`src/rtl/fip_seq_ctrl.sv`:
```
// Sequencing controller for the Winograd fast-inner-product array:
// issues operand chunks, accumulates chunk sums, returns the corrected dot product.
module fip_seq_ctrl #(
    parameter int IN_SIZE_0  = 4,
    parameter int IN_SIZE_1  = 8,
    parameter int ARRAY_SIZE = 8,
    parameter int LEN_W      = 8,
    parameter int SUM_SIZE   = 22,
    parameter int ACC_SIZE   = 32
) (
    input  logic                           clk_i,
    input  logic                           rst_ni,
    input  logic                           cmd_valid_i,
    output logic                           cmd_ready_o,
    input  logic [LEN_W-1:0]               cmd_len_i,
    input  logic [ACC_SIZE-1:0]            cmd_corr_i,
    input  logic                           op_valid_i,
    output logic                           op_ready_o,
    input  logic [ARRAY_SIZE*IN_SIZE_0-1:0] op_0_i,
    input  logic [ARRAY_SIZE*IN_SIZE_1-1:0] op_1_i,
    output logic [ARRAY_SIZE*IN_SIZE_0-1:0] arr_in_0_o,
    output logic [ARRAY_SIZE*IN_SIZE_1-1:0] arr_in_1_o,
    output logic                           arr_valid_o,
    input  logic                           red_valid_i,
    input  logic [SUM_SIZE-1:0]            red_sum_i,
    output logic                           res_valid_o,
    input  logic                           res_ready_i,
    output logic [ACC_SIZE-1:0]            res_data_o,
    output logic                           busy_o,
    output logic                           err_o
);

    typedef enum logic [1:0] {
        IDLE,
        ISSUE,
        DRAIN,
        DONE
    } state_t;

    state_t              state;
    logic [LEN_W-1:0]    len;
    logic [LEN_W-1:0]    issue_cnt;
    logic [LEN_W-1:0]    recv_cnt;
    logic [ACC_SIZE-1:0] acc;

    logic                cmd_fire;
    logic                op_fire;
    logic                red_take;
    logic                red_stray;
    logic [LEN_W-1:0]    issue_nxt;
    logic [LEN_W-1:0]    recv_nxt;
    logic [ACC_SIZE-1:0] sum_ext;
    logic [ACC_SIZE-1:0] acc_nxt;
    logic                all_done;

    assign cmd_ready_o = (state == IDLE);
    assign op_ready_o  = (state == ISSUE);
    assign busy_o      = (state != IDLE);

    assign cmd_fire  = cmd_valid_i & cmd_ready_o;
    assign op_fire   = op_valid_i & op_ready_o;
    assign red_take  = red_valid_i & ((state == ISSUE) | (state == DRAIN));
    assign red_stray = red_valid_i & ((state == IDLE) | (state == DONE));

    // Sign-extend (or wrap) the tree sum into accumulator width.
    assign sum_ext   = ACC_SIZE'($signed(red_sum_i));
    assign acc_nxt   = red_take ? (acc + sum_ext) : acc;
    assign issue_nxt = issue_cnt + LEN_W'(op_fire);
    assign recv_nxt  = recv_cnt + LEN_W'(red_take);
    assign all_done  = (issue_nxt == len) && (recv_nxt == len);

    always_ff @(posedge clk_i or negedge rst_ni) begin
        if (!rst_ni) begin
            state       <= IDLE;
            len         <= '0;
            issue_cnt   <= '0;
            recv_cnt    <= '0;
            acc         <= '0;
            arr_in_0_o  <= '0;
            arr_in_1_o  <= '0;
            arr_valid_o <= 1'b0;
            res_valid_o <= 1'b0;
            res_data_o  <= '0;
            err_o       <= 1'b0;
        end else begin
            arr_valid_o <= 1'b0;
            if (red_stray) begin
                err_o <= 1'b1;
            end
            unique case (state)
                IDLE: begin
                    if (cmd_fire) begin
                        len       <= cmd_len_i;
                        issue_cnt <= '0;
                        recv_cnt  <= '0;
                        acc       <= -cmd_corr_i;
                        err_o     <= 1'b0;
                        if (cmd_len_i == '0) begin
                            state       <= DONE;
                            res_valid_o <= 1'b1;
                            res_data_o  <= -cmd_corr_i;
                        end else begin
                            state <= ISSUE;
                        end
                    end
                end
                ISSUE, DRAIN: begin
                    if (op_fire) begin
                        arr_in_0_o  <= op_0_i;
                        arr_in_1_o  <= op_1_i;
                        arr_valid_o <= 1'b1;
                    end
                    issue_cnt <= issue_nxt;
                    recv_cnt  <= recv_nxt;
                    acc       <= acc_nxt;
                    if (all_done) begin
                        state       <= DONE;
                        res_valid_o <= 1'b1;
                        res_data_o  <= acc_nxt;
                    end else if (state == ISSUE && issue_nxt == len) begin
                        state <= DRAIN;
                    end
                end
                DONE: begin
                    if (res_ready_i) begin
                        res_valid_o <= 1'b0;
                        state       <= IDLE;
                    end
                end
            endcase
        end
    end

endmodule

```
`config.mk`:
```
export PLATFORM = sky130hd
export DESIGN_NAME = fip_seq_ctrl
export DESIGN_NICKNAME = d
export VERILOG_FILES = /design/src/rtl/fip_seq_ctrl.sv
export SDC_FILE = /design/constraint.sdc
export NUM_CORES = 1
export LEC_CHECK = 0
export ABC_CLOCK_PERIOD_IN_PS = 10800
export BUFFER_PORTS_ARGS = -buffer_cell sky130_fd_sc_hd__clkbuf_2
export CORE_MARGIN = 4
export CORE_UTILIZATION = 34
export DETAILED_ROUTE_END_ITERATION = 16
export PLACE_DENSITY = 0.67
export SKIP_CTS_REPAIR_TIMING = 1
export SYNTH_ARGS = -nofsm -noshare
export SYNTH_HDL_FRONTEND = slang
export SYNTH_SLANG_ARGS = --single-unit
```
`constraint.sdc`:
```
create_clock -name clk_i -period 10.8 [get_ports clk_i]
set_clock_uncertainty 0.15 [all_clocks]
set_input_delay 0 -clock clk_i [delete_from_list [all_inputs] [get_ports clk_i]]
set_output_delay 0 -clock clk_i [all_outputs]
set_load 0.1 [all_outputs]
```
# [Word level (Yosys, flattened, before mapping)]
# Index checks and enable logic that the tools add are counted.
[word_totals] word_cells=70 register_bits=189 in_bits=164
[op_classes] n_eq_ne=10 n_reduce_logical=13 bitwise=6 add_sub_neg=4 muxes=26
[ops] cell="$mux 32" count=5
[ops] cell="$pmux 32 s2" count=2
[ops] cell="$add 32x32->32" count=1
[ops] cell="$neg 32->32" count=1
[ops] cell="$pmux 8 s2" count=2
[ops] cell="$add 8x1->8" count=2
[ops] cell="$eq 8x8->1" count=2
[ops] cell="$mux 2" count=5
[ops] cell="$mux 1" count=9
[ops] cell="$logic_not 8->1" count=1
[ops] cell="$mux 8" count=1
[ops] cell="$reduce_and 4->1" count=2
[ops] cell="$pmux 2 s3" count=1
[ops] cell="$reduce_and 2->1" count=3
[ops] cell="$and 1x1->1" count=4
[ops] cell="$eq 2x2->1 const B" count=2
[ops] cell="$ne 2x1->1 const B" count=2
[ops] cell="$ne 2x2->1 const B" count=2
[ops] cell="$reduce_bool 2->1" count=2
[ops] cell="$ne 3x3->1 const B" count=1
[ops] cell="$pmux 1 s3" count=1
[ops] cell="$reduce_and 3->1" count=1
[ops] cell="$eq 2x1->1 const B" count=1
[ops] cell="$logic_and 1x1->1" count=2
[ops] cell="3 further kinds" count=4

# [Depth between registers and ports, before layout]
[logic_depth] word_depth=8 ltp_mapped=19 ltp_nobuf=15

# [Worst setup path after synthesis]
# Ideal clock, no wire load.
[synth_timing] path_type="reg-to-reg" startpoint="register state[1]" endpoint="register res_data_o[13]" path_slack_ns=7.002 t_required_ns=10.525 setup_ns=0.125 path_buffers=1 path_stages_with_launch=15 synth_period_minus_slack_ns=3.798 arrival_ns=3.522 path_cell_list="dfrtp_1 > inv_1 > ha_1 > and2_1 > ha_1 > and3_1 > nand3_1 > xnor2_1 > nor3_1 > and4_1 > nand3_1 > a21o_1 > buf_6 > inv_1 > mux2_2"
[synth_between] elab_chain_len=8
[synth_lines] element="from (decl)" line="40" source="state_t state;"
[synth_lines] element="from (signal assigned)" line="74" source="state <= IDLE;"
[synth_lines] element="from (signal assigned)" line="99" source="state <= DONE;"
[synth_lines] element="from (signal assigned)" line="103" source="state <= ISSUE;"
[synth_lines] element="$eq 2x1->1 *" line="57" source="assign op_ready_o = (state == ISSUE);"
[synth_lines] element="via op_ready_o" line="18" source="output logic op_ready_o,"
[synth_lines] element="$or 1x1->1" line="62" source="assign red_take = red_valid_i & ((state == ISSUE) | (state == DRAIN));"
[synth_lines] element="$and 1x1->1" line="62"
[synth_lines] element="$add 8x1->8" line="69" source="assign recv_nxt = recv_cnt + LEN_W'(red_take);"
[synth_lines] element="$eq 8x8->1" line="70" source="assign all_done = (issue_nxt == len) && (recv_nxt == len);"
[synth_lines] element="$logic_and 1x1->1" line="70"
[synth_lines] element="$ne 2x2->1 (no source line)"
[synth_lines] element="$reduce_and 4->1 (no source line)"
[synth_lines] element="to (signal assigned)" line="101" source="res_data_o <= -cmd_corr_i;"
[synth_lines] element="to (signal assigned)" line="119" source="res_data_o <= acc_nxt;"
[synth_lines] element="to (decl)" line="28" source="output logic [ACC_SIZE-1:0] res_data_o,"
# The timed path passes the listed nets; every way through them passes the cells marked *. The select of a mux whose other input is x is not followed.
# A chain may end at the register's enable or synchronous reset.

# [Final worst setup path]
[layout_timing] startpoint="register state[0]" endpoint="register res_data_o[30]"
[layout_between] elab_chain_len=8
[layout_lines] element="$eq 2x1->1 or $eq 2x2->1 (tied branches)" line="57, 62, 90"
[layout_lines] element="$or 1x1->1" line="62"
[layout_lines] element="$and 1x1->1" line="62"
[layout_lines] element="$add 8x1->8" line="69"
[layout_lines] element="$eq 8x8->1" line="70"
[layout_lines] element="$logic_and 1x1->1" line="70"
[layout_lines] element="$ne 2x2->1 (no source line)"
[layout_lines] element="$reduce_and 4->1 (no source line)"
# Several ways; a longest one is shown, not always the timed one. The select of a mux whose other input is x is not followed.

==> metrics.txt <==
Setup Crit Path Kind=register to register; DR iter-0 viols=~560; Via-to-Cell Ratio=just over 5; WP data required=10.98 ns; synth top area cells=dfrtp_1, mux2_2, ha_1; share of layout cells above drive strength 1=0.318; area grow syn2layout=34.8%; outcome=complete, but fails checks; Worst slew margin=0.301; Synth Area in Adders=0.0488; Num CTS Buffers=17; Post-Syn Nets=between 1000 and 1500; fill cell count=approximately 2900; DP HPWL=roughly 24000 um; top_reg_cell synth=dfrtp_1; CP Launch Type=register; Setup Viol. Count Final=0; clock sinks=roughly 190; Synth Area per Inst=10.0 um2; critical path arrival=4.71 ns; vias in the first global route=slightly above 9000; fin nets=1662; sequential area share after synthesis=0.444; Netlist cell types=74; hold slack=-0.0525 ns; Hold Path End=res_data_o[1]; asr flop ratio synth=1.00; ant diodes=0; total of max-cap violations=0; GRT Util Overall=0.181; post-route ant nets=0; CTS Root Cell=clkbuf_16; clock slew at reported path FFs=0.08 ns; Avg WL per Cell=18.1 um; reg-to-reg startpoint=state[0]; post-synthesis simple-gate area fraction=0.132; # IOs=~300; setup repair after global routing missed its margin=false; Min-Delay Path Class=primary input to register; violated checks=hold timing; Mapped Area=roughly 11000 um2; R2R setup slack=between 6 and 7 ns; XOR/XNOR share of the synthesized area=0.0526; CTS Buffer Depth=2; total grt overflow=0; Setup crit end kind=register; slew of the pin with the lowest slew margin=~1.0 ns; CTS tree=yes; drt first pass iters=4; H-tree Lvls=4; R2R depth=15; largest net degree at the start of global routing=about 130; mux cell area share after synthesis=0.140; fin crit share=0.419; core box area=around 31000 um2; setup TNS=0 ns; Die Wd=between 150 and 200 um; post-synth top area share=0.444; hold_sp=cmd_corr_i[1]; fmax=about 220 MHz; EDFF count, synth=0; routability cong.=0.863; initial antenna violation count=2; Synth Area in Compound Gates=0.151; first-pass GRT wire length=between 40000 and 50000 um; top-count cell post-synth=dfrtp_1; end of the worst register-to-register path=res_data_o[30]; vias=slightly below 10000; commonest cells in the netlist=dfrtp_1, mux2_2, nand2_1; DRC viols=0; Ys Warns=0; dominant cell type by area after synthesis=dfrtp_1; routed wire length=about 34000 um; Starting Density=0.347; WHS Path Cells=5; PortBufs=297; crit path max fanout=27; max-slew violations=0; die height=around 190 um; post-route minimum period=approximately 4.5 ns; Clock Latency Late Sink=between 0.4 and 0.5 ns; synthesis-stage register bit count=around 190; row count=64; cells after synthesis=between 1000 and 1500; largest family of logic cells by synthesized area=compound AO/OA/AOI/OAI gates; full die area=~34000 um2; final hold violations=8
==> area by class of cell <==
cell class	instances	area, um2	area share
Timing Repair Buffer	430	2810	0.196
Tap cell	396	495	0.0345
Clock inverter	15	188	0.0131
Clock buffer	17	425	0.0296
Inverter	29	109	0.00758
Sequential cell	189	4730	0.329
Multi-Input combinational cell	790	5600	0.390
==> state kept, by name (all words and copies together) (netlist names) <==
signal and cells:
acc 32, res_valid_o 1, arr_valid_o 1, issue_cnt 8, state 2, recv_cnt 8, err_o 1, arr_in_0_o 32
arr_in_1_o 64, res_data_o 32, len 8
==> layer usage <==
metal	vias up	track usage	wire length [um]
li1	4617	-	-
met1	4650	0.227	13700
met2	347	0.298	16800
met3	57	0.0540	2190
met4	4	0.0664	1100
met5	-	0	34
==> worst max-delay path by stage <==
stage / to / slack (ns) / from / depth (start not counted)
after global routing: res_data_o[27] / 5.92 / state[0] / 15
after detailed placement: res_data_o[30] / 6.25 / state[0] / 15
final: res_data_o[30] / 6.27 / state[0] / 15
after CTS: res_data_o[30] / 6.26 / state[0] / 15
after floorplan: res_data_o[13] / 7.00 / state[1] / 14
after global placement: res_data_o[27] / 6.42 / state[0] / 15
==> layout by cell type (no fill, tap or decap), types with 12 or more instances in the layout <==
cell type,netlist,routed
nor2_1,67,67
clkbuf_16,0,17
mux2i_1,17,17
nand3_1,15,15
nand2_1,114,114
dlygate4sd3_1,0,126
clkbuf_2,0,296
inv_1,28,28
o211ai_1,16,16
mux2_2,117,117
nand2b_1,12,12
dfrtp_1,189,189
a21o_1,17,17
o31ai_1,12,12
ha_1,40,40
a21oi_1,61,61
nor3_1,22,22
xnor2_1,37,37
o21ai_0,85,84
xor2_1,27,27
==> stage by stage <==
stage	setup WS, ns	utilization	std cells	hold WS, ns	instance area (um2)
after floorplan	7.00	-	1061	-0.446	10700
after global routing	5.92	0.467	1866	0.00300	14400
final	6.27	0.467	1866	-0.0525	14400
after CTS	6.26	0.426	1740	-0.393	13100
after detailed placement	6.25	0.406	1708	0.0871	12500
after global placement	6.42	0.406	1708	0.0821	12500
==> worst max-delay path: stages (launching register included) <==
cell      delay (ns)
dfrtp_1         0.40
inv_1           0.08
ha_1            0.31
nand2_2         0.14
inv_1           0.41
ha_1            0.26
ha_1            0.23
and3_1          0.25
and3_1          0.22
xor2_1          0.19
mux2i_1         0.20
o2111a_1        0.26
nand3_1         0.10
a21o_1          0.53
inv_1           0.34
mux2_2          0.37
==> kinds of logic (layout without fill, tap and decap cells) <==
logic type | after synthesis | count (layout)
fa+ha+maj | 41 | 41
mux | 134 | 134
buf+inv | 82 | 491
compound gates | 257 | 257
simple gates | 294 | 294
xor+xnor | 64 | 64
flops | 189 | 189
Power is left out: the tool's default activity adds up to more than one toggle a clock period on the data nets, which glitch-free logic cannot reach.
